--- src/rtl/dll_update_ctrl.sv ---
// DLL update controller: sequences DLL reset and lock acquisition with
// bounded retries, then issues periodic or requested delay-code updates
// while the datapath is idle, capturing the resulting DCNTL code.
module dll_update_ctrl #(
    parameter int RST_CYCLES   = 8,
    parameter int LOCK_TIMEOUT = 1023,
    parameter int UPD_INTERVAL = 256,
    parameter int UPD_PULSE    = 2,
    parameter int MAX_RETRY    = 3
) (
    input  logic       CLKI,
    input  logic       RST,
    input  logic       EN,
    input  logic       DLL_LOCK,
    input  logic       UPD_REQ,
    input  logic       IDLE,
    input  logic [8:0] DCNTL,
    output logic       DLL_RSTN,
    output logic       DLL_UDDCNTL,
    output logic       DLL_ALUHOLD,
    output logic       READY,
    output logic       UPD_DONE,
    output logic [8:0] DCNTL_HOLD,
    output logic       ERR,
    output logic [1:0] RETRY_CNT,
    output logic [2:0] STATE
);

    typedef enum logic [2:0] {
        S_OFF       = 3'd0,
        S_RESET     = 3'd1,
        S_WAIT_LOCK = 3'd2,
        S_RUN       = 3'd3,
        S_UPDATE    = 3'd4,
        S_CAPTURE   = 3'd5,
        S_FAIL      = 3'd6
    } state_e;

    // One shared counter serves RESET length, lock timeout and update pulse width.
    localparam int CMAX_A = (RST_CYCLES > LOCK_TIMEOUT) ? RST_CYCLES : LOCK_TIMEOUT;
    localparam int CMAX   = (CMAX_A > UPD_PULSE) ? CMAX_A : UPD_PULSE;
    localparam int CW     = $clog2(CMAX + 1);
    localparam int IW     = $clog2(UPD_INTERVAL);

    state_e        state_q, state_d;
    logic [CW-1:0] cnt_q, cnt_d;
    logic [IW-1:0] ivl_q, ivl_d;
    logic          pend_q, pend_d;
    logic [1:0]    retry_q, retry_d;
    logic          err_q, err_d;
    logic [8:0]    hold_q, hold_d;
    logic          rstn_q, rstn_d;
    logic          udd_q, udd_d;
    logic          alu_q, alu_d;
    logic          ready_q, ready_d;
    logic          done_q, done_d;
    logic          lock_s1_q, lock_s_q;
    logic          locked_st;

    assign locked_st = (state_q == S_RUN) || (state_q == S_UPDATE) || (state_q == S_CAPTURE);

    // Next-state, counters, update bookkeeping and registered output values.
    always_comb begin
        state_d = state_q;
        cnt_d   = cnt_q;
        ivl_d   = ivl_q;
        pend_d  = pend_q;
        retry_d = retry_q;
        err_d   = err_q;
        hold_d  = hold_q;
        done_d  = 1'b0;

        if (!EN) begin
            state_d = S_OFF;
            retry_d = '0;
            cnt_d   = '0;
        end else if (locked_st && !lock_s_q) begin
            state_d = S_RESET;
            cnt_d   = '0;
        end else begin
            unique case (state_q)
                S_OFF: begin
                    state_d = S_RESET;
                    cnt_d   = '0;
                end
                S_RESET: begin
                    if (cnt_q == CW'(RST_CYCLES - 1)) begin
                        state_d = S_WAIT_LOCK;
                        cnt_d   = '0;
                    end else begin
                        cnt_d = cnt_q + CW'(1);
                    end
                end
                S_WAIT_LOCK: begin
                    if (lock_s_q) begin
                        state_d = S_RUN;
                        ivl_d   = '0;
                        pend_d  = 1'b1;
                        retry_d = '0;
                    end else if (cnt_q == CW'(LOCK_TIMEOUT - 1)) begin
                        cnt_d = '0;
                        if (retry_q < 2'(MAX_RETRY)) begin
                            retry_d = retry_q + 2'd1;
                            state_d = S_RESET;
                        end else begin
                            state_d = S_FAIL;
                            err_d   = 1'b1;
                        end
                    end else begin
                        cnt_d = cnt_q + CW'(1);
                    end
                end
                S_RUN: begin
                    if (pend_q && IDLE) begin
                        state_d = S_UPDATE;
                        cnt_d   = '0;
                        // Pending is consumed when the update starts, so any
                        // request seen during UPDATE/CAPTURE survives the capture.
                        pend_d  = 1'b0;
                    end else begin
                        if (ivl_q == IW'(UPD_INTERVAL - 1)) begin
                            pend_d = 1'b1;
                        end else begin
                            ivl_d = ivl_q + IW'(1);
                        end
                        if (UPD_REQ) begin
                            pend_d = 1'b1;
                        end
                    end
                end
                S_UPDATE: begin
                    pend_d = pend_q | UPD_REQ;
                    if (cnt_q == CW'(UPD_PULSE - 1)) begin
                        state_d = S_CAPTURE;
                        cnt_d   = '0;
                    end else begin
                        cnt_d = cnt_q + CW'(1);
                    end
                end
                S_CAPTURE: begin
                    state_d = S_RUN;
                    pend_d  = pend_q | UPD_REQ;
                    ivl_d   = '0;
                    hold_d  = DCNTL;
                    done_d  = 1'b1;
                end
                S_FAIL: begin
                    state_d = S_FAIL;
                end
                default: begin
                    state_d = S_OFF;
                end
            endcase
        end

        rstn_d  = (state_d == S_WAIT_LOCK) || (state_d == S_RUN) ||
                  (state_d == S_UPDATE) || (state_d == S_CAPTURE);
        udd_d   = (state_d == S_UPDATE);
        alu_d   = !((state_d == S_RUN) || (state_d == S_CAPTURE));
        ready_d = (state_d == S_RUN) || (state_d == S_UPDATE) || (state_d == S_CAPTURE);
    end

    // State, counters, synchronizer and output registers.
    always_ff @(posedge CLKI) begin
        if (RST) begin
            state_q   <= S_OFF;
            cnt_q     <= '0;
            ivl_q     <= '0;
            pend_q    <= 1'b0;
            retry_q   <= '0;
            err_q     <= 1'b0;
            hold_q    <= '0;
            rstn_q    <= 1'b0;
            udd_q     <= 1'b0;
            alu_q     <= 1'b1;
            ready_q   <= 1'b0;
            done_q    <= 1'b0;
            lock_s1_q <= 1'b0;
            lock_s_q  <= 1'b0;
        end else begin
            state_q   <= state_d;
            cnt_q     <= cnt_d;
            ivl_q     <= ivl_d;
            pend_q    <= pend_d;
            retry_q   <= retry_d;
            err_q     <= err_d;
            hold_q    <= hold_d;
            rstn_q    <= rstn_d;
            udd_q     <= udd_d;
            alu_q     <= alu_d;
            ready_q   <= ready_d;
            done_q    <= done_d;
            lock_s1_q <= DLL_LOCK;
            lock_s_q  <= lock_s1_q;
        end
    end

    assign DLL_RSTN    = rstn_q;
    assign DLL_UDDCNTL = udd_q;
    assign DLL_ALUHOLD = alu_q;
    assign READY       = ready_q;
    assign UPD_DONE    = done_q;
    assign DCNTL_HOLD  = hold_q;
    assign ERR         = err_q;
    assign RETRY_CNT   = retry_q;
    assign STATE       = state_q;

endmodule

--- config.mk ---
export PLATFORM = sky130hd
export DESIGN_NAME = dll_update_ctrl
export DESIGN_NICKNAME = d
export VERILOG_FILES = /design/src/rtl/dll_update_ctrl.sv
export SDC_FILE = /design/constraint.sdc
export NUM_CORES = 1
export LEC_CHECK = 0
export CAP_MARGIN = 30
export CORE_MARGIN = 1.5
export CORE_UTILIZATION = 39
export DETAILED_ROUTE_END_ITERATION = 6
export GPL_ROUTABILITY_DRIVEN = 0
export GPL_TIMING_DRIVEN = 0
export HOLD_SLACK_MARGIN = 0.12
export PLACE_DENSITY = 0.65
export SYNTH_ARGS = -nofsm -noshare
export SYNTH_HDL_FRONTEND = slang
export SYNTH_SLANG_ARGS = --single-unit
--- constraint.sdc ---
create_clock -name CLKI -period 1.8 [get_ports CLKI]
set_input_delay 0.27 -clock CLKI [delete_from_list [all_inputs] [get_ports CLKI]]
set_output_delay 0.27 -clock CLKI [all_outputs]
set_load 0.01 [all_outputs]
==> summary.json, run 1 <==
{
  "outcome": "complete, no violations",
  "layout.cells.non_filler": 349,
  "maxClockFrequency_mhz": 576.4,
  "yosys_register_bits": 41,
  "share_seq_of_total_power": 0.510,
  "cts_buffer_depth": 2,
  "ctsHtreeMaxLevel": 2,
  "yosys.area.top_type": "dfxtp_1",
  "clock_sinks": 41,
  "grt_max_degree": 14,
  "period_utilisation_layout": 0.9638,
  "power_report.internal_total_mw": 1.414,
  "critPathRequiredTime_ns": 2.03,
  "cts_tree": "built",
  "placedInstanceArea_mm2": 0.002532,
  "clkPwrFrac": 0.432,
  "cp_slowest_stage_delay_ns": 0.37,
  "placeableCoreArea_mm2": 0.005172,
  "drt-wirelength-per-cell_um": 13.41,
  "max-slew-margin-rel": 0.7322,
  "cp_num_cells": 7,
  "cp_common_cell": "buf_6",
  "detail_route.wirelength_um": 4681,
  "dieArea_mm2": 0.005873,
  "die_height_um": 76.64,
  "power.share.switching": 0.2107,
  "dominantRegCellSynth": "dfxtp_1",
  "synthCells": 227,
  "yosysUniqueCellTypes": 53,
  "worst_ep_arrival_time_ns": 1.97,
  "vdd_ir_drop_max_mv": 0.3325,
  "cts_buf_count": 5,
  "post_drt_via_cell_ratio": 5.201,
  "path_buf_inv": 2,
  "synth.area.top_cells": "dfxtp_1 39%, nor2_1 6.0%, mux2i_1 4.7%",
  "global_route_wire_length_before_repair_um": 7921,
  "drv_slew": 0,
  "critPathCaptureType": "flop",
  "num_antenna_cells": 0,
  "dr.pass1.iters": 4,
  "place.detailed.hpwl_um": 3297,
  "timing.hold.worst_path_depth": 2,
  "antenna_violating_nets_post_route": 0,
  "tightest_slew_ns": 0.3990,
  "syn-mean-instance-area_um2": 9.315,
  "post-route-drc-count": 0,
  "setup_viol": 0,
  "postLayoutCellArea_mm2": 0.002835,
  "place.port_buffers": 33,
  "startpoint_type": "flop",
  "drt_iter0_drc": 82,
  "cts.hold.buffers_added": 0,
  "synth-edff-count": 0,
  "syn-cell-area_mm2": 0.002115,
  "final.fill_count": 455,
  "leakage_power_of_the_design_nw": 1.069,
  "dpl.cell_count": 330,
  "final_net_count": 298,
  "ys_warn_count": 0,
  "netSwitchingPower_mw": 0.3775,
  "standard_cell_with_the_maximum_stage_delay_on_the_critical_path": "dfxtp_4",
  "count_of_final_hold_check_violations": 0,
  "logic_depth_of_the_worst_register_to_register_path": 7,
  "grt_pass1_vias": 1683,
  "core.rowCount": 26,
  "path_max_fanout": 8,
  "post_route_cells_drive_above_1_share": 0.2115,
  "initial_core_util": 0.4088,
  "count_of_maximum_capacitance_violations": 0,
  "critical_path_class": "reg2reg",
  "netlist.area_leader.share": 0.3882,
  "chipWidth_um": 76.64,
  "worstPathCellList": "buf_6, a21boi_2, o31ai_4, buf_6, nand3_2, or3_4, a21oi_2",
  "async_reset_ff_frac": 0,
  "setup_ws_ns": 0.06520,
  "clk-insertion-delay-late_ns": 0.29,
  "post-place-ws_ns": -0.3189,
  "grt_remaining_overflow": 0,
  "mappedNetlistNets": 247,
  "areaGrowthSynthToFinish_pct": 34.08,
  "min_period_ns": 1.735,
  "hold_path_class": "in2reg",
  "clock_skew_ns": 0.006513,
  "top_level_ports": 35,
  "power_density_mw_per_mm2": 632.0,
  "cts-root-buf": "clkbuf_8",
  "antenna_found_initial": 0,
  "detailroute.via_count": 1815,
  "comb_power_frac": 0.058,
  "cpLargestDelayFamily": "compound AO/OA/AOI/OAI gates",
  "synth.yosys.seq_area_share": 0.3882,
  "cts.reportedPaths.clkPinSlew_ns": 0.08,
  "total_global_routing_track_utilization": 0.1663
}
## state kept, by name (all words and copies together), names as in the netlist, 2 cells and up
name,cells
RETRY_CNT,2
DCNTL_HOLD,9
STATE,3
ivl_q,8
cnt_q,10
## synth_stat cells, types with 3 or more instances
master / n
nor2_1: 34
inv_1: 6
a21oi_1: 11
o21ai_0: 4
xor2_1: 7
xnor2_1: 6
nand2b_1: 4
ha_1: 5
or3_1: 4
nand3b_1: 3
nand4_1: 6
nor4_1: 5
dfxtp_1: 41
nand3_1: 12
mux2i_1: 10
nand4b_1: 3
nor2b_1: 6
buf_6: 5
nand2_1: 8
and3_1: 3
## final timing paths
kind              slack, ns  startpoint     endpoint
setup / recovery       0.07    STATE[0]     cnt_q[8]
hold / removal         0.31          EN  DLL_ALUHOLD
setup reg to reg       0.07    STATE[0]     cnt_q[8]
hold reg to reg        0.45   lock_s1_q     lock_s_q
## stage by stage
stage / util / TNS [ns] / total power, mW / hold slack (ns)
5_1_grt: 0.5481 / -0.04391 / 1.855 / 0.3362
3_5_place_dp: 0.4896 / -5.407 / 1.028 / 0.4349
6_report: 0.5481 / 0 / 1.792 / 0.3149
3_3_place_gp: 0.4896 / -5.302 / 1.028 / 0.4495
2_1_floorplan: - / 0 / 0.9814 / 0.3368
4_1_cts: 0.5177 / 0 / 1.808 / 0.3426
## kinds of logic after synthesis
family          after synthesis  share of synthesized area
flops                        41                     0.3882
simple gates                108                     0.3024
compound gates               35                     0.1331
buf+inv                      15                    0.04556
fa+ha+maj                     5                    0.02959
mux                          10                    0.04734
xor+xnor                     13                    0.05385
## per-layer routing
| layer | GRT usage | vias up | wire length (um) |
|---|---|---|---|
| met5 | 0 | - | 0 |
| met4 | 0.05926 | 0 | 30 |
| met3 | 0.03952 | 4 | 239 |
| met2 | 0.2446 | 50 | 1991 |
| met1 | 0.2356 | 840 | 2420 |
| li1 | - | 921 | - |
## power by group through the flow
stage | logic [mW] | clock network (mW) | registers, mW
after global placement | 0.0941 | 0 | 0.934
after detailed placement | 0.0937 | 0 | 0.934
after floorplan | 0.0471 | 0 | 0.934
final | 0.104 | 0.775 | 0.913
after CTS | 0.0964 | 0.799 | 0.912
after global routing | 0.112 | 0.829 | 0.914
## placed cells by master (no fill, tap or decap), drive strengths merged, types with 7 or more instances in the layout
cell type and count:
a21oi 11, buf 18, clkbuf 8, clkdlybuf4s50 31
dfxtp 41, mux2i 10, nand2 8, nand3 13
nor2 34, nor2b 7, xor2 7
## worst reg2reg max path, delay by kind of cell (launching register included)
| family | cells | cell delay [ns] |
|---|---|---|
| AO/OA/AOI/OAI | 3 | 0.56 |
| AND/OR/NAND/NOR | 2 | 0.45 |
| flip-flops | 1 | 0.37 |
| buffers and inverters | 2 | 0.31 |
## area by class of cell
class | instances | area [um2] | share of cell area
clock buffers | 6 | 82.58 | 0.02913
clock inverters | 2 | 37.54 | 0.01324
multi-input cells | 171 | 1279 | 0.4510
flip-flops and latches | 41 | 828.3 | 0.2921
plain buffers | 9 | 76.32 | 0.02692
inverters | 6 | 22.52 | 0.007944
well taps | 70 | 87.58 | 0.03089
repair buffers | 44 | 421.7 | 0.1487
## repair_timing
item,in CTS,in global routing
gates resized for setup,3,28
pin swaps,1,7
hold endpoints to repair,0,0
endpoints found under the setup margin,18,23
cloned,0,1
buffers inserted,2,8
(Power assumes the default switching activity.)
==> run 2, diff against run 1 <==
CORE_UTILIZATION = 30   (was 39)
PLACE_DENSITY = 0.53   (was 0.65)
==> summary.json, run 2 (synthesis gave the netlist of run 1 again) <==
{
  "worstPathCellList": "nand4_1, nor4_4, nand2b_2, and3_4, o2111ai_2",
  "critPathRequiredTime": {"value": 1.96, "unit": "ns", "change": "-0.07 ns"},
  "final_cell_mix": "38 x dfxtp_1, 34 x nor2_1, 31 x clkdlybuf4s50_1, 12 x nand3_1",
  "final.fill_count": {"value": 694, "change": "+53%"},
  "critical_path_class": "reg2reg",
  "mostFrequentLayoutCell": "dfxtp_1",
  "ff_latch_area": {"value": 827.0, "unit": "um2", "change": "-0.15%"},
  "cts-root-buf": "clkbuf_8",
  "dr.pass1.iters": {"value": 4, "change": "unchanged"},
  "path_max_fanout": {"value": 5, "change": "-3"},
  "count_of_maximum_capacitance_violations": {"value": 0, "change": "unchanged"},
  "leakage_power_of_the_design": {"value": 1.042, "unit": "nW", "change": "-2.5%"},
  "num_antenna_cells": {"value": 0, "change": "unchanged"},
  "place.port_buffers": {"value": 33, "change": "unchanged"},
  "detailroute.wirelength.met2": {"value": 1970, "unit": "um", "change": "-1.1%"},
  "final_net_count": {"value": 296, "change": "-0.67%"},
  "cts_buf_count": {"value": 5, "change": "unchanged"},
  "hold_path_class": "in2reg",
  "post_drt_via_cell_ratio": {"value": 4.697, "change": "-9.7%"},
  "place.detailed.hpwl": {"value": 3307, "unit": "um", "change": "+0.30%"},
  "die_height": {"value": 86.96, "unit": "um", "change": "+13%"},
  "critPathCaptureType": "flop",
  "maxClockFrequency": {"value": 560.0, "unit": "MHz", "change": "-2.9%"},
  "post-route-drc-count": {"value": 0, "change": "unchanged"},
  "grt_setup_unrepaired": "yes",
  "placeableCoreArea": {"value": 0.006794, "unit": "mm2", "change": "+31%"},
  "path_buf_inv": {"value": 0, "change": "-2"},
  "setup_viol": {"value": 0, "change": "unchanged"},
  "post-place-ws": {"value": -0.3730, "unit": "ns", "change": "-0.05411 ns"},
  "fin_total_pwr": {"value": 1.644, "unit": "mW", "change": "-8.2%"},
  "chipWidth": {"value": 86.96, "unit": "um", "change": "+13%"},
  "cts.reportedPaths.clkPinSlew": {"value": 0.09, "unit": "ns", "change": "about the same"},
  "dieArea": {"value": 0.007561, "unit": "mm2", "change": "+29%"},
  "vdd_ir_drop_max": {"value": 0.3038, "unit": "mV", "change": "-8.6%"},
  "standard_cell_with_the_maximum_stage_delay_on_the_critical_path": "dfxtp_1",
  "power_density": {"value": 587.7, "unit": "mW/mm2", "change": "-7.0%"},
  "worst_ep_arrival_time": {"value": 1.94, "unit": "ns", "change": "-0.03 ns"},
  "grt_pass1_vias": {"value": 1605, "change": "-4.6%"},
  "drt-wirelength-per-cell": {"value": 12.45, "unit": "um", "change": "-7.2%"},
  "cts.hold.buffers_added": {"value": 0, "change": "unchanged"},
  "tightest_slew": {"value": 0.4455, "unit": "ns", "change": "+0.04645 ns"},
  "count_of_final_hold_check_violations": {"value": 0, "change": "unchanged"},
  "largest_reg_flops": {"value": 10, "change": "unchanged"},
  "grt_remaining_overflow": {"value": 0, "change": "unchanged"},
  "global_route_wire_length_before_repair": {"value": 7652, "unit": "um", "change": "-3.4%"},
  "grt_max_degree": {"value": 16, "change": "+2"},
  "min_period": {"value": 1.786, "unit": "ns", "change": "+0.05093 ns"},
  "setup_ws": {"value": 0.01427, "unit": "ns", "change": "-0.05093 ns"},
  "cts_buffer_depth": {"value": 2, "change": "unchanged"},
  "antenna_violating_nets_post_route": {"value": 0, "change": "unchanged"},
  "startpoint_type": "flop",
  "cts_tree": "built",
  "initial_core_util": {"value": 0.3112, "change": "-0.09757"},
  "detail_route.wirelength": {"value": 4644, "unit": "um", "change": "-0.79%"},
  "outcome": "complete, no violations",
  "period_utilisation_layout": {"value": 0.9921, "change": "+0.02830"},
  "antenna_found_initial": {"value": 0, "change": "unchanged"},
  "cpLargestDelayFamily": "simple AND/OR/NAND/NOR gates",
  "dr.max_layer_used": "met4",
  "post_route_cells_drive_above_1_share": {"value": 0.1769, "change": "-0.03457"},
  "drt_iter0_drc": {"value": 71, "change": "-13%"},
  "clock_sinks": {"value": 41, "change": "unchanged"},
  "cp_slowest_stage_delay": {"value": 0.42, "unit": "ns", "change": "+0.05 ns"},
  "core.rowCount": {"value": 30, "change": "+15%"},
  "total_global_routing_track_utilization": {"value": 0.1274, "change": "-0.03885"},
  "drv_slew": {"value": 0, "change": "unchanged"},
  "areaGrowthSynthToFinish_pct": 32.31,
  "registers.top_by_ff_count": "cnt_q",
  "clock_skew": {"value": 0.01033, "unit": "ns", "change": "+0.003816 ns"},
  "ctsHtreeMaxLevel": {"value": 2, "change": "unchanged"},
  "routedLengthMet1": {"value": 2443, "unit": "um", "change": "+0.95%"},
  "max-slew-margin-rel": {"value": 0.7030, "change": "-0.02916"},
  "multiInputGateArea": {"value": 0.001255, "unit": "mm2", "change": "-1.9%"},
  "detailroute.via_count": {"value": 1752, "change": "-3.5%"},
  "wl_met3": {"value": 197, "unit": "um", "change": "-18%"},
  "top_level_ports": {"value": 35, "change": "unchanged"},
  "clk-insertion-delay-late": {"value": 0.30, "unit": "ns", "change": "about the same"}
}
-- run 2: changes by cell type in the layout (fill, tap and decap cells not counted), sizes merged --
cell / before / now
buf: 18 / 15
clkinv: 0 / 1
inv: 6 / 7
bufinv: 1 / 0
-- run 2: timing repair --
action,in CTS,in global routing
pin swaps,2,4
endpoints found under the setup margin,25,30
gates resized for setup,2,17
buffers inserted,2,7
-- run 2: path summary, 6_finish.rpt --
kind                       to      start  slack (ns)  cells after the start
setup / recovery  DLL_ALUHOLD   cnt_q[4]        0.01                      5
hold / removal    DLL_ALUHOLD         EN        0.34                      2
setup reg to reg  DLL_ALUHOLD   cnt_q[4]        0.01                      5
hold reg to reg      lock_s_q  lock_s1_q        0.47                      1
-- run 2: routing by layer --
metal | vias to the layer above | GRT usage
met1 | 806 | 0.1793
met4 | 0 | 0.04399
li1 | 911 | -
met2 | 33 | 0.1910
met3 | 2 | 0.02844
met5 | - | 0
-- run 2: where the power goes --
part | switching, mW | internal, mW
combinational | 0.0497 | 0.0487
clock | 0.355 | 0.280
sequential | 0.00225 | 0.909
total | 0.407 | 1.24
-- run 2: metrics by stage --
step	instances	util	area, um2	TNS (ns)	hold WS [ns]
after global placement	356	0.3775	2565	-5.824	0.4552
after global routing	373	0.4118	2798	-0.1608	0.3277
after floorplan	227	-	2115	0	0.3368
after detailed placement	356	0.3775	2565	-6.241	0.4552
final	373	0.4118	2798	0	0.3352
after CTS	366	0.3947	2681	0	0.3480
-- run 2: area by class of cell --
cell class / instances / share of cell area
Clock inverter: 3 / 0.008945
Multi-Input combinational cell: 171 / 0.4486
Inverter: 6 / 0.008050
Buffer: 9 / 0.02728
Timing Repair Buffer: 42 / 0.1440
Clock buffer: 5 / 0.02460
Sequential cell: 41 / 0.2956
Tap cell: 96 / 0.04293
-- run 2: worst register-to-register path, stage by stage (launching register included) --
cell and delay, ns:
dfxtp_1 0.42, nand4_1 0.27, nor4_4 0.39, nand2b_2 0.24, and3_4 0.20, o2111ai_2 0.13
==> run 3, diff against run 2 <==
CORE_MARGIN = default   (was 1.5)
==> summary.json, run 3 (synthesis gave the netlist of run 1 again) <==
{
  "postLayoutCellArea": {"value": 0.002745, "unit": "mm2", "change": "-1.9%"},
  "place.port_buffers": {"value": 33, "change": "unchanged"},
  "die_height": {"value": 85.96, "unit": "um", "change": "-1.2%"},
  "clock_sinks": {"value": 41, "change": "unchanged"},
  "max-slew-margin-rel": {"value": 0.6987, "change": "-0.004282"},
  "core.rowCount": {"value": 30, "change": "unchanged"},
  "dr.pass1.iters": {"value": 4, "change": "unchanged"},
  "clock_skew": {"value": 0.009769, "unit": "ns", "change": "-0.0005599 ns"},
  "areaGrowthSynthToFinish_pct": 29.82,
  "period_utilisation_layout": {"value": 0.9605, "change": "-0.03153"},
  "final_net_count": {"value": 292, "change": "-1.4%"},
  "logic_depth_of_the_worst_register_to_register_path": {"value": 6, "change": "+1"},
  "ctsHtreeMaxLevel": {"value": 2, "change": "unchanged"},
  "setup_viol": {"value": 0, "change": "unchanged"},
  "path_max_fanout": {"value": 5, "change": "unchanged"},
  "grt_pass1_vias": {"value": 1515, "change": "-5.6%"},
  "initial_core_util": {"value": 0.3112, "change": "unchanged"},
  "drv_slew": {"value": 0, "change": "unchanged"},
  "registers.top_by_ff_count": "cnt_q",
  "grt_remaining_overflow": {"value": 0, "change": "unchanged"},
  "hold_path_class": "in2reg",
  "cts_buffer_depth": {"value": 2, "change": "unchanged"},
  "top_level_ports": {"value": 35, "change": "unchanged"},
  "final.fill_count": {"value": 699, "change": "+0.72%"},
  "post-route-drc-count": {"value": 0, "change": "unchanged"},
  "setup_ws": {"value": 0.07103, "unit": "ns", "change": "+0.05676 ns"},
  "finalSetupTns": {"value": 0, "unit": "ns", "change": "unchanged"},
  "vdd_ir_drop_max": {"value": 0.2142, "unit": "mV", "change": "-29%"},
  "timing.hold.worst_path_depth": {"value": 2, "change": "unchanged"},
  "startpoint_type": "flop",
  "critPathRequiredTime": {"value": 1.99, "unit": "ns", "change": "+0.03 ns"},
  "cts_tree": "built",
  "post_route_cells_drive_above_1_share": {"value": 0.1612, "change": "-0.01572"},
  "min_period": {"value": 1.729, "unit": "ns", "change": "-0.05676 ns"},
  "place.detailed.hpwl": {"value": 3380, "unit": "um", "change": "+2.2%"},
  "maxClockFrequency": {"value": 578.4, "unit": "MHz", "change": "+3.3%"},
  "chipWidth": {"value": 85.96, "unit": "um", "change": "-1.2%"},
  "detailroute.via_count": {"value": 1731, "change": "-1.2%"},
  "hold_slack": {"value": 0.3313, "unit": "ns", "change": "-0.003872 ns"},
  "cts.reportedPaths.clkPinSlew": {"value": 0.08, "unit": "ns", "change": "about the same"},
  "num_antenna_cells": {"value": 0, "change": "unchanged"},
  "tightest_slew": {"value": 0.4519, "unit": "ns", "change": "+0.006423 ns"},
  "cts-root-buf": "clkbuf_8",
  "drt_iter0_drc": {"value": 94, "change": "+32%"},
  "final_cell_mix": "38 x dfxtp_1, 34 x nor2_1, 31 x clkdlybuf4s50_1, 12 x nand3_1",
  "placedInstanceArea": {"value": 0.002565, "unit": "mm2", "change": "unchanged"},
  "global_route_wire_length_before_repair": {"value": 7624, "unit": "um", "change": "-0.37%"},
  "cts.hold.buffers_added": {"value": 0, "change": "unchanged"},
  "grt_setup_unrepaired": "yes",
  "post-place-ws": {"value": -0.3422, "unit": "ns", "change": "+0.03082 ns"},
  "leakage_power_of_the_design": {"value": 1.013, "unit": "nW", "change": "-2.8%"},
  "clk-insertion-delay-late": {"value": 0.30, "unit": "ns", "change": "about the same"},
  "total_global_routing_track_utilization": {"value": 0.1318, "change": "+0.004353"},
  "detail_route.wirelength": {"value": 4710, "unit": "um", "change": "+1.4%"},
  "critical_path_class": "reg2reg",
  "placeableCoreArea": {"value": 0.006794, "unit": "mm2", "change": "unchanged"},
  "count_of_maximum_capacitance_violations": {"value": 0, "change": "unchanged"},
  "largest_reg_flops": {"value": 10, "change": "unchanged"},
  "worst_ep_arrival_time": {"value": 1.91, "unit": "ns", "change": "-0.03 ns"},
  "mostFrequentLayoutCell": "dfxtp_1",
  "dieArea": {"value": 0.007388, "unit": "mm2", "change": "-2.3%"},
  "cts_buf_count": {"value": 5, "change": "unchanged"},
  "antenna_violating_nets_post_route": {"value": 0, "change": "unchanged"},
  "power_density": {"value": 585.2, "unit": "mW/mm2", "change": "-0.43%"},
  "outcome": "complete, no violations",
  "grt_max_degree": {"value": 14, "change": "-2"},
  "drt-wirelength-per-cell": {"value": 12.76, "unit": "um", "change": "+2.5%"},
  "post_drt_via_cell_ratio": {"value": 4.691, "change": "-0.13%"},
  "antenna_found_initial": {"value": 0, "change": "unchanged"},
  "count_of_final_hold_check_violations": {"value": 0, "change": "unchanged"},
  "critPathCaptureType": "flop"
}
-- run 3: changes by cell type in the layout (fill, tap and decap cells not counted), sizes merged --
cell | previous run | this run
dlymetal6s2s | 2 | 1
inv | 7 | 6
buf | 15 | 11
dlygate4sd2 | 0 | 1
clkinv | 1 | 2
-- run 3: layer usage --
| metal | part of all wire | global-route usage |
|---|---|---|
| met1 | 0.51 | 0.1878 |
| met2 | 0.44 | 0.1912 |
| met3 | 0.043 | 0.03080 |
| met4 | 0.0074 | 0.05000 |
| met5 | 0 | 0 |
-- run 3: worst max-delay path, cell delays in order, from the launching register on --
cell,delay [ns]
dfxtp_2,0.37
buf_6,0.14
inv_1,0.05
or3_1,0.37
o2111a_2,0.33
and3_4,0.19
o21a_1,0.18
-- run 3: timing repair --
| action | 4_1_cts | 5_1_grt |
|---|---|---|
| gates resized for setup | 4 | 14 |
| endpoints found under the setup margin | 20 | 21 |
| gates cloned | 0 | 1 |
| pin swaps | 1 | 2 |
| buffers inserted | 2 | 2 |
-- run 3: area by class of cell --
cell class                      instances  area (um2)  area share
Sequential cell                        41       827.0      0.3013
Tap cell                               96       120.1     0.04376
Timing Repair Buffer                   38       366.6      0.1335
Clock buffer                            5       68.82     0.02507
Buffer                                  9       76.32     0.02780
Clock inverter                          3       17.52    0.006381
Multi-Input combinational cell        171        1246      0.4540
Inverter                                6       22.52    0.008204
-- run 3: report_power, final --
| group | internal [mW] | leakage, nW | total [mW] | switching (mW) |
|---|---|---|---|---|
| logic | 0.0489 | 0.637 | 0.0979 | 0.0489 |
| clock network | 0.268 | 0.0439 | 0.597 | 0.329 |
| registers | 0.909 | 0.332 | 0.912 | 0.00322 |
-- run 3: final timing paths --
check,end,from,slack (ns)
worst max-delay path,DLL_RSTN,STATE[0],0.07
worst min-delay path,DCNTL_HOLD[0],RST,0.33
worst max register to register,DLL_RSTN,STATE[0],0.07
worst min register to register,lock_s_q,lock_s1_q,0.44
-- run 3: through the flow --
stage	cells	total power, mW	util
final	369	1.606	0.4041
after global placement	356	1.029	0.3775
after CTS	366	1.632	0.3947
after floorplan	227	0.9814	-
after global routing	369	1.683	0.4041
after detailed placement	356	1.029	0.3775
